### config.mk
export PLATFORM = sky130hd
export DESIGN_NAME = distribute1to4
export DESIGN_NICKNAME = d
export VERILOG_FILES = /design/src/rtl/distribute1to4.sv
export SDC_FILE = /design/constraint.sdc
export NUM_CORES = 1
export LEC_CHECK = 0
export ABC_AREA = 1
export CORE_AREA = 4 4 455 457
export CTS_CLUSTER_DIAMETER = 80
export DETAILED_ROUTE_END_ITERATION = 10
export DIE_AREA = 0 0 459 461
export PLACE_DENSITY = 0.41
export SYNTH_ARGS = -nofsm -noshare
export SYNTH_HDL_FRONTEND = slang
export SYNTH_SLANG_ARGS = --single-unit
### constraint.sdc
create_clock -name CLK -period 10.55 [get_ports CLK]
set_input_delay 3.165 -clock CLK [delete_from_list [all_inputs] [get_ports CLK]]
set_output_delay 3.165 -clock CLK [all_outputs]
set_load 0.02 [all_outputs]
### src/rtl/distribute1to4.sv
// Write-side 1:4 distributor: steers one accepted operand into holding slot A/B/C/D by SEL
// and tracks per-slot occupancy. Optional back-pressure build: DISTRIBUTE1TO4_STALL_EN.
module distribute1to4 #(
    parameter int N = 233
) (
    input  logic         CLK,
    input  logic         RST,
    input  logic [1:0]   SEL,
    input  logic [N-1:0] IN,
    input  logic         IN_VALID,
    output logic         IN_READY,
    input  logic [3:0]   CONSUME,
    input  logic         CLR_OVF,
    output logic [N-1:0] A,
    output logic [N-1:0] B,
    output logic [N-1:0] C,
    output logic [N-1:0] D,
    output logic [3:0]   FULL,
    output logic         OVERFLOW
);

    // Handshake: a transfer happens at a rising CLK edge when IN_VALID & IN_READY.
    // IN_READY never looks at IN_VALID; SEL/IN only matter on a transfer.

    // Slot index equals the SEL code: 3=A, 2=B, 1=C, 0=D.
    logic [N-1:0] slot_q [4];
    logic [3:0]   full_q;
    logic [3:0]   full_d;
    logic [3:0]   wr_mask;
    logic         hit_full;
    logic         xfer;

    always_comb begin
        hit_full = full_q[SEL] & ~CONSUME[SEL];
`ifdef DISTRIBUTE1TO4_STALL_EN
        IN_READY = ~RST & ~hit_full;
`else
        IN_READY = ~RST;
`endif
        xfer    = IN_VALID & IN_READY;
        wr_mask = xfer ? (4'b0001 << SEL) : 4'b0000;
        // A write to a slot released in the same cycle keeps it full.
        full_d  = (full_q & ~CONSUME) | wr_mask;
    end

    always_ff @(posedge CLK) begin
        if (RST) begin
            full_q <= 4'b0000;
            for (int i = 0; i < 4; i++) begin
                slot_q[i] <= '0;
            end
        end else begin
            full_q <= full_d;
            for (int i = 0; i < 4; i++) begin
                if (wr_mask[i]) begin
                    slot_q[i] <= IN;
                end
            end
        end
    end

`ifdef DISTRIBUTE1TO4_STALL_EN
    // Writes into an unreleased slot are stalled, so nothing can be overwritten.
    logic unused_clr_ovf;
    assign unused_clr_ovf = CLR_OVF;
    assign OVERFLOW = 1'b0;
`else
    logic ovf_q;
    logic ovf_d;

    // Sticky; a new overwrite outranks a clear in the same cycle.
    always_comb begin
        ovf_d = (xfer & hit_full) | (ovf_q & ~CLR_OVF);
    end

    always_ff @(posedge CLK) begin
        if (RST) begin
            ovf_q <= 1'b0;
        end else begin
            ovf_q <= ovf_d;
        end
    end

    assign OVERFLOW = ovf_q;
`endif

    assign A    = slot_q[3];
    assign B    = slot_q[2];
    assign C    = slot_q[1];
    assign D    = slot_q[0];
    assign FULL = full_q;

endmodule

==> results.toml, run 1 <==
[status]
status = "finished, final reports clean"

[synthesis]
ys_seq_area_frac = 0.843
ys.flop_type = "edfxtp_1"
synth_edf_count = 932
yosys.area_share.xor_xnor = 0
yosysMostFrequentCell = "nor2_1"
synth.top_cell.area_share = 0.840
synth.distinct_cells = 15
ys_seq_elements = 937
synthCells = 2246
synth_top_family_by_area = "simple AND/OR/NAND/NOR gates"
yosysWarnings = 0
synth_adder_area_share = 0
synthMuxAreaShare = 0
synth_top_area_cell = "edfxtp_1"
yosys.area_share.simple = 0.108
synth_compound_area_frac = 0.00128
async_flop_share = 0
synthTopCellsByArea = "edfxtp_1 (84%), nor2_1 (11%), inv_1 (2.7%), buf_2 (1.0%), buf_6 (0.88%)"
synth.cell_area_um2 = 33300
synth_nets = 2489
synth_commonest_cells = "nor2_1 (934), edfxtp_1 (932), inv_1 (241)"
syn_avg_cell_area_um2 = 14.8

[power]
power_uw = 9310
seqPwrFrac = 0.477
p_sw_uw = 2440
powerDensity_nw_per_um2 = 181
p_sw_frac = 0.262
leakage_uw = 0.0188
p_int_uw = 6870
clkPwrFrac = 0.382
combPwrFrac = 0.141
vdd_ir_drop_max_uv = 123

[critical_path]
cp-start-kind = "input port"
crit_buf_inv = 3
cp-end-kind = "output pin"
max_stage_delay_ns = 0.69
r2r_end = "OVERFLOW"
path_class = "input port to output pin"
cp_slowest_cell = "clkdlybuf4s50_1"
worstSetupPathDepth = 3
cp.required_ns = 7.39
crit_arrival_ns = 4.80
cp_common_cell = "clkdlybuf4s50_1"
regToRegStartpoint = "FULL[2]"
crit_path_max_fanout = 6
crit_chain = "clkdlybuf4s50_1 > inv_1 > clkdlybuf4s50_1"
path_delay_family = "buffers and inverters"
ff2ff_setup_slack_ns = 9.51
worst-r2r-cell-count = 6

[finish]
area_growth_syn_to_layout_pct = 54.6
drive_above_1_share = 0.0485
multiInputGateArea_um2 = 3730
nets = 3700
num-fill-cells = 21400
seqCellArea_um2 = 28100
post-route-util = 0.253

[floorplan]
die_w_um = 459
core_area_um2 = 204000
row_count = 166
die_area_um2 = 212000
start_util = 0.164
die_h_um = 461
ios = 1181

[cts]
hold_buffers = 0
cts_tree = "done"
cts_sinks = 937
insertion_delay_ns = 0.71
cts_setup_buffers = 0
numCtsBuffers = 108
clock_path_buffers = 3
cts-root-buf = "clkbuf_16"
clk_pin_slew_ns = 0.06
htreeDepth = 3
cts.repair.resized = 0

[sta]
rsz0062_at_grt = "no"
max_freq_mhz = 126
fin_crit_ns = 7.96
relSlewSlack = 0.203
worst_slack_ns = 2.59
tns_ns = 0
setup_violations = 0
fin_skew_ns = 0.000547
tightestPinTransition_ns = 1.20
hold_viol = 0
fin_crit_sh = 0.755
slew_viol_final = 0

[grt]
use_met2 = 0.219
grt_pass1_wl_um = 198000
grt_max_degree = 109
grt_pass1_vias = 22500
met3_usage = 0.0648
antenna_found_initial = 40
globalRoute.busiestLayer = "met2"
grt_use_total = 0.135
use_met1 = 0.154
overflow = 0

[detailed_routing]
routed_wl_um = 150000
wl_per_cell_um = 24.0
num_vias = 22100
drtIter0Drc = 1526
avgViaCountPerCell = 3.53
antenna_left = 0
drt_pass1_iterations = 5
drc = 0

[place]
gp_congestion = 0.796
pre_cts_ws_ns = 2.59
io_buffers = 1180
hpwl_um = 109000

[job]
maxCapViolations = 0

[worst_hold_path]
holdCritStartpoint = "OVERFLOW"
hp-class = "register to register"
hold_path_end = "OVERFLOW"
min_path_cells = 2
[how the worst max path moves through the flow]
stage,start,to
detailed placement,RST,IN_READY
global route,RST,IN_READY
finish,RST,IN_READY
floorplan,SEL[0],slot_q[0][0]
CTS,RST,IN_READY
global placement,RST,IN_READY
[worst reg2reg max path: stages, from the launching register on]
cell and delay [ns]:
dfxtp_1 0.44, inv_1 0.09, o21ai_0 0.15, nand2_1 0.06, nand2_1 0.08, nand2_1 0.05
a21oi_1 0.11
[registers in the layout (all words and copies together) (netlist names)]
signal / cells
FULL: 4
OVERFLOW: 1
slot_q: 932
[area by class of cell]
cell class / count / share of cell area
sequential: 937 / 0.545
clock inverter: 67 / 0.00942
tap: 2688 / 0.0653
timing repair buffer: 1205 / 0.235
multi-input combinational: 964 / 0.0725
inverter: 241 / 0.0176
antenna: 11 / 0.000534
clock buffer: 131 / 0.0546
[routing by layer]
metal / wire, µm / vias to the layer above / share of wire
li1: - / 9918 / -
met2: 69500 / 1036 / 0.46
met4: 6220 / 20 / 0.041
met1: 57700 / 10900 / 0.38
met5: 128 / - / 0.00085
met3: 16300 / 223 / 0.11
[per-stage QoR]
stage                     cells  cell area, µm²  hold WS [ns]
final                      6244           51500         0.467
after detailed placement   6035           48200         0.460
after global placement     6035           48200         0.471
after global routing       6241           51500         0.498
after floorplan            2246           33300         0.534
after CTS                  6233           51500         0.469
[power groups by stage]
stage | Combinational [µW] | Clock, µW | Sequential [µW]
after floorplan | 154 | 0 | 4900
after detailed placement | 1340 | 0 | 4520
after global routing | 1380 | 3830 | 4460
after global placement | 1350 | 0 | 4510
after CTS | 1350 | 3670 | 4440
final | 1320 | 3560 | 4440
[cells in the final DEF, fill, tap and decap left out, drive strengths merged, types with 3 or more instances in the layout]
cell type,Yosys,routed
diode,0,11
clkbuf,0,131
inv,241,247
edfxtp,932,932
nand2,15,15
bufinv,0,4
clkdlybuf4s50,0,1180
nand3,7,7
clkinvlp,0,3
nor2,935,935
o31ai,3,3
o21ai,3,3
dfxtp,5,5
clkinv,0,54
buf,104,25
[cell families (layout without fill, tap and decap cells)]
logic type,count (synthesis),count (layout)
compound gates,7,7
simple gates,957,957
flops,937,937
buf+inv,345,1644
other cells,0,11
(Power assumes the default switching activity.)
==> run 2: changes to the inputs <==
--- a/config.mk
+++ b/config.mk
@@ -6,10 +6,10 @@
 export NUM_CORES = 1
 export LEC_CHECK = 0
 export ABC_AREA = 1
-export CORE_AREA = 4 4 455 457
+export CORE_AREA = 4 4 463 465
 export CTS_CLUSTER_DIAMETER = 80
 export DETAILED_ROUTE_END_ITERATION = 10
-export DIE_AREA = 0 0 459 461
+export DIE_AREA = 0 0 467 469
 export PLACE_DENSITY = 0.41
 export SYNTH_ARGS = -nofsm -noshare
 export SYNTH_HDL_FRONTEND = slang
==> constraint.sdc (replaced) <==
create_clock -name CLK -period 7.2 [get_ports CLK]
set_input_delay 2.16 -clock CLK [delete_from_list [all_inputs] [get_ports CLK]]
set_output_delay 2.16 -clock CLK [all_outputs]
set_load 0.02 [all_outputs]
==> run 2 against run 1 <==
Compared with the run above:
- clock power increased by 59%
- via count increased by 1.4%
- total power increased by 51%
- final area increased by 1.5%
- non-clock buffer count increased by 18
- routed wire length increased by 0.76%
- worst hold slack improved by 0.027 ns
==> results.toml, run 2 (synthesis results as in run 1) <==
[cts]
cts_setup_buffers = 0
htreeDepth = 3
cts_tree = "done"
cts.repair.resized = 0
cts-root-buf = "clkbuf_16"
clk_pin_slew_ns = 0.05
clock_path_buffers = 3
cts_sinks = 937
hold_buffers = 0
insertion_delay_ns = 0.73
numCtsBuffers = 111

[floorplan]
core_area_um2 = 210000
ios = 1181
start_util = 0.159
die_area_um2 = 219000
row_count = 168
die_w_um = 467
die_h_um = 469

[status]
status = "finished, final reports clean"

[power]
vdd_ir_drop_max_uv = 196
leakage_uw = 0.0191
p_int_uw = 10400
combPwrFrac = 0.138
clkPwrFrac = 0.400
powerDensity_nw_per_um2 = 270
p_sw_frac = 0.262
p_sw_uw = 3690
seqPwrFrac = 0.462
power_uw = 14100

[finish]
nets = 3721
largest-register = "slot_q"
layout_commonest_cell = "clkdlybuf4s50_1"
mostFrequentLayoutCells = "clkdlybuf4s50_1 (1180), nor2_1 (934), edfxtp_1 (932), inv_1 (241), clkbuf_16 (112)"
num-fill-cells = 22100
largest_reg_flops = 932
drive_above_1_share = 0.0585
area_growth_syn_to_layout_pct = 56.9

[sta]
fin_crit_ns = 5.95
tns_ns = 0
fin_skew_ns = 0.00335
worst_slack_ns = 1.25
tightestPinTransition_ns = 1.21
relSlewSlack = 0.192
whs_ns = 0.495
max_freq_mhz = 168
slew_viol_final = 0
hold_viol = 0
setup_violations = 0
rsz0062_at_grt = "no"
fin_crit_sh = 0.826

[critical_path]
path_class = "input port to output pin"
cp-start-kind = "input port"
ff2ff_setup_slack_ns = 6.15
crit_path_max_fanout = 6
cp-end-kind = "output pin"
crit_arrival_ns = 3.79
cp.required_ns = 5.04

[grt]
grt_use_total = 0.132
overflow = 0
grt_max_degree = 113
grt_pass1_wl_um = 201000
antenna_found_initial = 35
grt_pass1_vias = 23200

[detailed_routing]
drt_pass1_iterations = 5
num_vias = 22400
drtIter0Drc = 1474
wl_per_cell_um = 23.7
avgViaCountPerCell = 3.50
drc = 0
antenna_left = 0
routed_wl_um = 151000

[worst_hold_path]
hp-class = "register to register"

[job]
maxCapViolations = 0

[place]
hpwl_um = 112000
io_buffers = 1180
pre_cts_ws_ns = 1.24
gp_congestion = 0.794
## run 2: worst paths after layout
check           start       end  depth (start not counted)
max               RST  IN_READY                          4
max reg2reg   FULL[0]  OVERFLOW                          6
min reg2reg  OVERFLOW  OVERFLOW                          2
min          OVERFLOW  OVERFLOW                          2
## run 2: per-layer routing
metal / track usage / part of all wire
met4: 0.0358 / 0.022
met5: 0 / 0.0014
met2: 0.220 / 0.48
met3: 0.0653 / 0.12
met1: 0.149 / 0.38
## run 2: critical path, stage by stage
cell and delay [ns]:
clkdlybuf4s50_1 0.57, inv_1 0.14, buf_4 0.26, clkdlybuf4s50_1 0.65
## run 2: metrics by stage
stage,std cells,util,area [µm²]
after floorplan,2246,-,33300
after global placement,6170,0.232,48600
after detailed placement,6170,0.232,48600
after CTS,6375,0.249,52300
after global routing,6376,0.249,52300
final,6379,0.249,52300
## run 2: power groups by stage
stage	Sequential [µW]	Combinational (µW)	Clock (µW)
after floorplan	7150	226	0
after global placement	6620	1990	0
after detailed placement	6630	1990	0
after CTS	6520	1990	5840
after global routing	6550	2040	6040
final	6510	1950	5650
## run 2: final cells by class
| class | instances | area [µm²] | area share |
|---|---|---|---|
| inverter | 241 | 905 | 0.0173 |
| tap | 2805 | 3510 | 0.0671 |
| clock inverter | 62 | 714 | 0.0137 |
| sequential | 937 | 28100 | 0.537 |
| multi-input combinational | 964 | 3770 | 0.0721 |
| antenna | 4 | 10.0 | 0.000191 |
| clock buffer | 143 | 2920 | 0.0558 |
| timing repair buffer | 1223 | 12400 | 0.236 |
==> run 3: changes to the inputs <==
--- a/config.mk
+++ b/config.mk
@@ -6,10 +6,10 @@
 export NUM_CORES = 1
 export LEC_CHECK = 0
 export ABC_AREA = 1
-export CORE_AREA = 4 4 463 465
+export CORE_AREA = 4 4 455 457
 export CTS_CLUSTER_DIAMETER = 80
 export DETAILED_ROUTE_END_ITERATION = 10
-export DIE_AREA = 0 0 467 469
+export DIE_AREA = 0 0 459 461
 export PLACE_DENSITY = 0.41
 export SYNTH_ARGS = -nofsm -noshare
 export SYNTH_HDL_FRONTEND = slang
==> constraint.sdc (replaced) <==
create_clock -name CLK -period 5.7 [get_ports CLK]
set_input_delay 1.71 -clock CLK [delete_from_list [all_inputs] [get_ports CLK]]
set_output_delay 1.71 -clock CLK [all_outputs]
set_load 0.02 [all_outputs]
==> run 3 against run 2 <==
Compared with the run above:
- sequential power rose by 27%
- first-iteration DRC count rose by 4.0%
- critical path type unchanged
- critical endpoint unchanged
- total power rose by 26%
- critical path depth fell by 1
- final area fell by 0.12%
- largest power group unchanged
- clock skew rose by 0.035 ns
- largest cell class unchanged
==> results.toml, run 3 (synthesis results as in run 1) <==
[status]
status = "finished, final reports clean"

[power]
powerDensity_nw_per_um2 = 341
seqPwrFrac = 0.463
leakage_uw = 0.0192
combPwrFrac = 0.140
p_sw_frac = 0.268
p_int_uw = 13000
power_uw = 17800
vdd_ir_drop_max_uv = 258
p_sw_uw = 4770
clkPwrFrac = 0.396

[critical_path]
cp_slowest_cell = "clkdlybuf4s50_1"
crit_chain = "clkdlybuf4s50_1 > inv_1 > buf_12"
cp-start-kind = "input port"
crit_path_max_fanout = 6
crit_arrival_ns = 2.74
cp-end-kind = "output pin"
cp.required_ns = 3.99
path_class = "input port to output pin"
max_stage_delay_ns = 0.69

[finish]
area_growth_syn_to_layout_pct = 56.7
num-fill-cells = 21300
layout_commonest_cell = "clkdlybuf4s50_1"
drive_above_1_share = 0.0596
mostFrequentLayoutCells = "clkdlybuf4s50_1 (1179), nor2_1 (934), edfxtp_1 (932), inv_1 (241), clkbuf_16 (113)"
post-route-util = 0.257
seqCellArea_um2 = 28100
largest_reg_flops = 932
largest-register = "slot_q"
design_area_um2 = 52200
multiInputGateArea_um2 = 3770
nets = 3725

[detailed_routing]
wl_per_cell_um = 26.0
antenna_left = 0
avgViaCountPerCell = 3.60
num_vias = 22600
routed_wl_um = 163000
drc = 0
drt_pass1_iterations = 8
drtIter0Drc = 1533

[cts]
cts-root-buf = "clkbuf_16"
insertion_delay_ns = 0.73
clock_path_buffers = 3
htreeDepth = 3
clk_pin_slew_ns = 0.05
cts_setup_buffers = 0
cts.repair.resized = 0
hold_buffers = 0
numCtsBuffers = 112
cts_tree = "done"
cts_sinks = 937

[grt]
grt_pass1_vias = 23300
grt_max_degree = 116
antenna_found_initial = 63
grt_use_total = 0.147
grt_pass1_wl_um = 212000
overflow = 0

[sta]
tns_ns = 0
max_freq_mhz = 225
fin_crit_ns = 4.45
relSlewSlack = 0.289
fin_skew_ns = 0.0384
slew_viol_final = 0
hold_viol = 0
tightestPinTransition_ns = 1.07
setup_violations = 0
fin_crit_sh = 0.781
rsz0062_at_grt = "no"

[place]
postPlaceCellArea_um2 = 48600
hpwl_um = 123000
io_buffers = 1180
gp_congestion = 0.790

[floorplan]
die_h_um = 461
row_count = 166
die_area_um2 = 212000
die_w_um = 459
start_util = 0.164
core_area_um2 = 204000
ios = 1181

[job]
maxCapViolations = 0

[worst_hold_path]
hp-class = "register to register"
run 3: cell types whose count changed in the layout (fill, tap and decap cells not counted):
cell,delta
clkinv_16,+1
buf_12,+6
bufinv_16,-4
inv_6,-2
buf_4,-2
inv_8,+3
clkdlybuf4s50_1,-1
diode_2,+10
clkbuf_1,-7
clkbuf_16,+1
clkinv_1,+8
clkinvlp_4,+1
run 3: path summary, 6_finish.rpt:
check | start | slack (ns) | endpoint | cells after the start
hold reg to reg | FULL[1] | 0.50 | FULL[1] | 2
setup / recovery | RST | 1.25 | IN_READY | 3
hold / removal | FULL[1] | 0.50 | FULL[1] | 2
setup reg to reg | FULL[2] | 4.76 | OVERFLOW | 6
run 3: routing by layer:
layer,vias to the layer above,GRT usage,wire length (µm)
met1,11200,0.170,63600
li1,9976,-,-
met2,1150,0.241,76700
met4,46,0.0528,4980
met5,-,0,279
met3,241,0.0669,17800
run 3: through the flow:
stage	instances	hold slack [ns]	setup WS, ns
after floorplan	2246	0.534	0.00730
after global placement	6056	0.491	1.17
after detailed placement	6056	0.491	1.15
after CTS	6262	0.498	1.21
after global routing	6265	0.526	1.16
final	6276	0.496	1.25
run 3: power groups by stage:
stage / clock network (µW) / registers, µW / logic, µW
4_1_cts: 7270 / 8240 / 2560
5_1_grt: 7520 / 8280 / 2610
3_3_place_gp: 0 / 8380 / 2560
2_1_floorplan: 0 / 9030 / 286
6_report: 7050 / 8240 / 2500
3_5_place_dp: 0 / 8380 / 2560
run 3: critical path: cells and delay by family:
kind,cells,cell delay (ns)
buffers and inverters,3,1.03
run 3: area by class of cell:
| type | instances | share of cell area |
|---|---|---|
| Inverter | 241 | 0.0173 |
| Clock buffer | 137 | 0.0559 |
| Sequential cell | 937 | 0.538 |
| Timing Repair Buffer | 1226 | 0.239 |
| Antenna cell | 14 | 0.000671 |
| Tap cell | 2688 | 0.0644 |
| Clock inverter | 69 | 0.0130 |
| Multi-Input combinational cell | 964 | 0.0722 |
